`config.mk`:
```
export PLATFORM = sky130hd
export DESIGN_NAME = decim_fifo_path
export DESIGN_NICKNAME = d
export VERILOG_FILES = /design/src/rtl/decim_fifo_path.sv
export SDC_FILE = /design/constraint.sdc
export NUM_CORES = 1
export LEC_CHECK = 0
export CAP_MARGIN = 20
export CELL_PAD_IN_SITES_DETAIL_PLACEMENT = 1
export CELL_PAD_IN_SITES_GLOBAL_PLACEMENT = 1
export CORE_MARGIN = 2
export CORE_UTILIZATION = 25
export DETAILED_ROUTE_END_ITERATION = 6
export PLACE_DENSITY_LB_ADDON = 0.1
export SYNTH_ARGS = -nofsm -noshare
export SYNTH_HDL_FRONTEND = slang
export SYNTH_SLANG_ARGS = --single-unit
```
`constraint.sdc`:
```
create_clock -name clk -period 5.7 [get_ports clk]
set_clock_uncertainty 0.2 [all_clocks]
set_input_delay 1.425 -clock clk [delete_from_list [all_inputs] [get_ports clk]]
set_output_delay 1.425 -clock clk [all_outputs]
set_load 0.02 [all_outputs]
```
`src/rtl/decim_fifo_path.sv`:
```
// Sample FIFO feeding a power-of-two decimator (pick or block average)
// with a one-deep valid/ready output slot toward the DAC driver.
module decim_fifo_path #(
  parameter int DATAWIDTH   = 14,
  parameter int FIFO_DEPTH  = 64,
  parameter int MAX_DS_LOG2 = 4
) (
  input  logic                         clk,
  input  logic                         rst_n,
  input  logic                         wr_en,
  input  logic [DATAWIDTH-1:0]         wr_data,
  input  logic [2:0]                   ds_log2,
  input  logic                         avg_mode,
  input  logic                         clr_ovf,
  input  logic                         out_ready,
  output logic                         out_valid,
  output logic [DATAWIDTH-1:0]         out_data,
  output logic                         fifo_full,
  output logic                         fifo_empty,
  output logic [$clog2(FIFO_DEPTH):0]  fifo_count,
  output logic                         overflow
);

  localparam int AW   = $clog2(FIFO_DEPTH);
  localparam int CW   = AW + 1;
  localparam int ACCW = DATAWIDTH + MAX_DS_LOG2;
  localparam logic [2:0] KMAX = 3'(MAX_DS_LOG2);

  logic [DATAWIDTH-1:0] mem [FIFO_DEPTH];
  logic [AW-1:0]        wr_ptr;
  logic [AW-1:0]        rd_ptr;
  logic [CW-1:0]        count;

  logic wr_ok;
  logic drop;
  logic rd;
  logic dec_ready;

  logic [DATAWIDTH-1:0] smp_q;
  logic                 smp_vld;
  logic                 consume;

  logic [6:0]           grp_cnt;
  logic [2:0]           k_q;
  logic                 mode_q;
  logic [DATAWIDTH-1:0] pick_q;
  logic [ACCW-1:0]      acc;

  logic                 first;
  logic [2:0]           k_clamp;
  logic [2:0]           k_eff;
  logic                 mode_eff;
  logic [7:0]           grp_last;
  logic                 closes;
  logic                 stall;
  logic [ACCW-1:0]      sum;
  logic [ACCW-1:0]      shifted;
  logic [DATAWIDTH-1:0] result;

  assign fifo_full  = (count == CW'(FIFO_DEPTH));
  assign fifo_empty = (count == '0);
  assign fifo_count = count;

  assign wr_ok = wr_en && !fifo_full;
  assign drop  = wr_en && fifo_full;
  assign rd    = !fifo_empty && dec_ready;

  // Storage array; contents need no reset since count gates every read.
  always_ff @(posedge clk) begin
    if (wr_ok) mem[wr_ptr] <= wr_data;
  end

  // Pointers, occupancy and sticky drop flag.
  always_ff @(posedge clk) begin
    if (!rst_n) begin
      wr_ptr   <= '0;
      rd_ptr   <= '0;
      count    <= '0;
      overflow <= 1'b0;
    end else begin
      if (wr_ok) wr_ptr <= wr_ptr + 1'b1;
      if (rd)    rd_ptr <= rd_ptr + 1'b1;
      unique case ({wr_ok, rd})
        2'b10:   count <= count + 1'b1;
        2'b01:   count <= count - 1'b1;
        default: count <= count;
      endcase
      if (drop)         overflow <= 1'b1;
      else if (clr_ovf) overflow <= 1'b0;
    end
  end

  // Read data register: the sample the decimator works on this cycle.
  always_ff @(posedge clk) begin
    if (!rst_n) begin
      smp_vld <= 1'b0;
      smp_q   <= '0;
    end else if (rd) begin
      smp_vld <= 1'b1;
      smp_q   <= mem[rd_ptr];
    end else if (consume) begin
      smp_vld <= 1'b0;
    end
  end

  // Group settings come live from the inputs on the first sample only.
  always_comb begin
    k_clamp  = (ds_log2 > KMAX) ? KMAX : ds_log2;
    first    = (grp_cnt == 7'd0);
    k_eff    = first ? k_clamp : k_q;
    mode_eff = first ? avg_mode : mode_q;
    grp_last = (8'd1 << k_eff) - 8'd1;
    closes   = ({1'b0, grp_cnt} == grp_last);
    stall    = smp_vld && closes && out_valid && !out_ready;
    consume  = smp_vld && !stall;
    sum      = (first ? '0 : acc) + ACCW'(smp_q);
    shifted  = sum >> k_eff;
    result   = mode_eff ? shifted[DATAWIDTH-1:0]
                        : (first ? smp_q : pick_q);
  end

  assign dec_ready = !stall;

  // Group counter, latched settings, retained sample and accumulator.
  always_ff @(posedge clk) begin
    if (!rst_n) begin
      grp_cnt <= '0;
      k_q     <= '0;
      mode_q  <= 1'b0;
      pick_q  <= '0;
      acc     <= '0;
    end else if (consume) begin
      grp_cnt <= closes ? 7'd0 : grp_cnt + 7'd1;
      acc     <= sum;
      if (first) begin
        k_q    <= k_eff;
        mode_q <= mode_eff;
        pick_q <= smp_q;
      end
    end
  end

  // Output slot: holds until taken, reloads in the same cycle as a take.
  always_ff @(posedge clk) begin
    if (!rst_n) begin
      out_valid <= 1'b0;
      out_data  <= '0;
    end else if (consume && closes) begin
      out_valid <= 1'b1;
      out_data  <= result;
    end else if (out_ready) begin
      out_valid <= 1'b0;
    end
  end

endmodule

```
==> metrics.csv <==
metric,value,unit
headroom to the max-slew limit,0.334,
first-pass GRT wire length,167000,µm
outcome,"complete, no violations",
wire per inst,25.0,µm
HPWL Detailed,72300,µm
number of flip-flops and latches in the synthesized netlist,989,
total number of H-tree levels,3,
pin count of the biggest net entering global routing,65,
clock sink total,989,
total routing usage reported by global routing,0.141,
sw power,0.00647,W
required time of the critical path,6020,ps
power density cells,441,nW/µm²
Inserted Clock Buffers,114,
sequential-to-total area share from yosys stat,0.715,
crit path DAT,5750,ps
number of flops mapped to enable cells by yosys,896,
final cell utilization of the core,0.298,
post-synthesis instance area,40200,µm²
number of max-cap violations,0,
first-iteration detailed-routing DRC count,1239,
crit share post-route,0.953,
detailed-route DRC error count,0,
fraction of power consumed by sequential logic,0.401,
Synth Area in Compound Gates,0.0358,
Synth area leaders,"edfxtp_1 (67%), mux4_2 (17%), dfxtp_1 (4.6%)",
layer carrying the most global-route usage,met2,
M3 GR Usage,0.0248,
share of cells above drive strength 1,0.267,
nets@finish,2370,
number of antenna violations at the first check in global routing,8,
Synth Area in XOR/XNOR,0.00501,
Synthesis Warnings,0,
clock latency reported for the late side of the worst-skew pair,770,ps
synthesized-area fraction occupied by adder cells,0.00878,
maximum clock frequency,184,MHz
Combinational Power Share,0.265,
die outline width,405,µm
effective utilization at floorplan,0.251,
filler-free cell count of the finished design,4577,
mux contribution to synthesized area,0.175,
most frequently used cell type in the post-synthesis netlist,edfxtp_1,
element type at the critical path start,input pin,
total leakage power,14.7,nW
number of slew-limit violations in the final report,0,
main combinational cell family by area after synthesis,multiplexers,
most used flip-flop cell after synthesis,edfxtp_1,
area of the placeable core,160000,µm²
Port Buffers,47,
CTS tree,built,
min Tclk post-route,5430,ps
buffers inserted by post-CTS timing repair,0,
area share of and/or/nand/nor cells after synthesis,0.0460,
routed vias/inst,4.55,
Placed Cells,4364,
clock group share of total power,0.334,
sum of overflow across all layers after global routing,0,
GPL Wtd Cong,0.747,
switching power as a share of total power,0.308,
Final ANT Viol Nets,0,
Root Driver,clkbuf_16,
via count,20800,
synth unique cells,76,
vertical extent of the die,405,µm
critical-path maximum fanout,5,
critical path class,in -> reg,
most common library cells after synthesis,"edfxtp_1 (896), mux4_2 (295), nor2_1 (129)",
number of standard cells after synthesis,2137,
proportion of register bits with asynchronous set or reset after synthesis,0,
Row Count,147,
number of nets produced by synthesis,2187,
Area growth syn-to-layout,18.5,%
# setup viols final,0,
worst IR drop on VDD,0.278,mV
largest buffer count on any clock path,3,
I/O pin cnt,48,
met2 track demand over resource,0.229,
setup repair after global routing missed its margin,no,
Detailed Route WL,114000,µm
transition at the pin with the smallest max-transition slack,999,ps
syn_area_per_cell,18.8,µm²
cell type with the highest aggregate area in the netlist,edfxtp_1,
met1 GRT Util,0.195,
path category of the worst min-delay check,reg -> reg,
clk slew on worst S/H paths,60,ps
via count of the first global-routing pass,22500,
area share of the largest cell type after synthesis,0.669,
area of the die,164000,µm²
internal power of the cells,0.0145,W
Power Total,0.0210,W
Setup crit end kind,flip-flop,
number of hold violations in the final report,0,
Pre-Repair DR Iteration Count,5,
through the flow:
| stage | setup TNS [ps] | hold slack [ps] | worst slack [ps] | area [µm²] |
|---|---|---|---|---|
| 5_1_grt | 0 | 276 | 0.877 | 47700 |
| 6_report | 0 | 253 | 268 | 47700 |
| 3_3_place_gp | -583 | 243 | -335 | 44100 |
| 4_1_cts | 0 | 256 | 243 | 47700 |
| 2_1_floorplan | 0 | 236 | 8.54 | 40300 |
| 3_5_place_dp | -936 | 248 | -462 | 44100 |
worst paths after layout:
kind / start / end / slack, ps / cells after the start
setup / recovery: ds_log2[2] / fifo_count[6] / 270 / 23
hold / removal: pick_q[7] / pick_q[7] / 250 / 2
setup reg to reg: grp_cnt[6] / fifo_count[6] / 310 / 21
hold reg to reg: pick_q[7] / pick_q[7] / 250 / 2
worst max-delay path: stages:
cell             delay (ps)
clkdlybuf4s50_1         470
nor2_1                  190
nor4b_2                 300
nor2_1                   90
ha_1                    270
xnor2_1                 250
nor2_1                   90
nand3_1                 100
o32ai_2                 100
o211a_2                 300
a41o_2                  360
inv_2                   110
ha_4                    160
inv_1                    70
fa_1                    380
nor2b_1                 190
o21ai_1                 100
a21boi_1                170
o21ai_0                 130
and3_1                  210
nor3_2                  120
xnor2_1                 130
nor2_1                   50
power by group through the flow:
| stage | clock, W | sequential, W | combinational [W] |
|---|---|---|---|
| CTS | 0.00730 | 0.00845 | 0.00576 |
| global route | 0.00754 | 0.00847 | 0.00605 |
| finish | 0.00703 | 0.00843 | 0.00556 |
| floorplan | 0 | 0.00836 | 0.00361 |
| detailed placement | 0 | 0.00860 | 0.00574 |
| global placement | 0 | 0.00859 | 0.00568 |
sequential cells by signal, indices dropped and copies added (netlist names), 3 cells and up:
signal,flops
fifo_count,7
mem,896
acc,18
smp_q,14
grp_cnt,7
wr_ptr,6
rd_ptr,6
pick_q,14
k_q,3
out_data,14
what timing repair did:
item | 4_1_cts | 5_1_grt
endpoints found under the setup margin | 0 | 1
gates resized for setup | 0 | 1
hold buffers | 0 | 0
cells by family (layout without fill, tap and decap cells):
group | count (synthesis) | after routing
AND/OR/NAND/NOR | 402 | 402
other | 0 | 1
multiplexers | 331 | 331
XOR/XNOR | 23 | 23
AO/OA/AOI/OAI | 217 | 217
flip-flops | 989 | 989
adder cells (fa/ha/maj) | 27 | 27
buffers and inverters | 148 | 427
cells in the final DEF (no fill, tap or decap), types with 8 or more instances in the layout:
master	n
mux2i_1	27
inv_1	27
nor2b_1	12
or3_1	10
clkdlybuf4s50_1	33
nand3_1	50
a21o_1	8
buf_2	14
ha_1	24
clkbuf_16	114
buf_4	128
clkbuf_1	24
edfxtp_1	896
a21oi_1	83
xnor2_1	16
a211oi_1	14
mux2_2	8
clkinv_2	23
and2_1	19
buf_12	11
clkinv_1	28
nand2_1	124
dfxtp_1	89
o21ai_0	26
and3_1	9
nor3_1	13
nor2_1	129
mux4_2	295
layer usage:
| metal | wire [µm] | share of wire |
|---|---|---|
| met1 | 53100 | 0.46 |
| met3 | 4020 | 0.035 |
| met5 | 0 | 0 |
| met2 | 54600 | 0.48 |
| met4 | 2760 | 0.024 |
cell type report:
cell class,instances,area (µm²)
diodes,1,2.50
clock buffers,141,2980
clock inverters,71,616
fillers,16300,113000
inverters,29,109
multi-input cells,1000,10900
flip-flops and latches,989,28800
well taps,2160,2700
repair buffers,186,1580
Note: power is estimated with default switching activity, not from simulation.
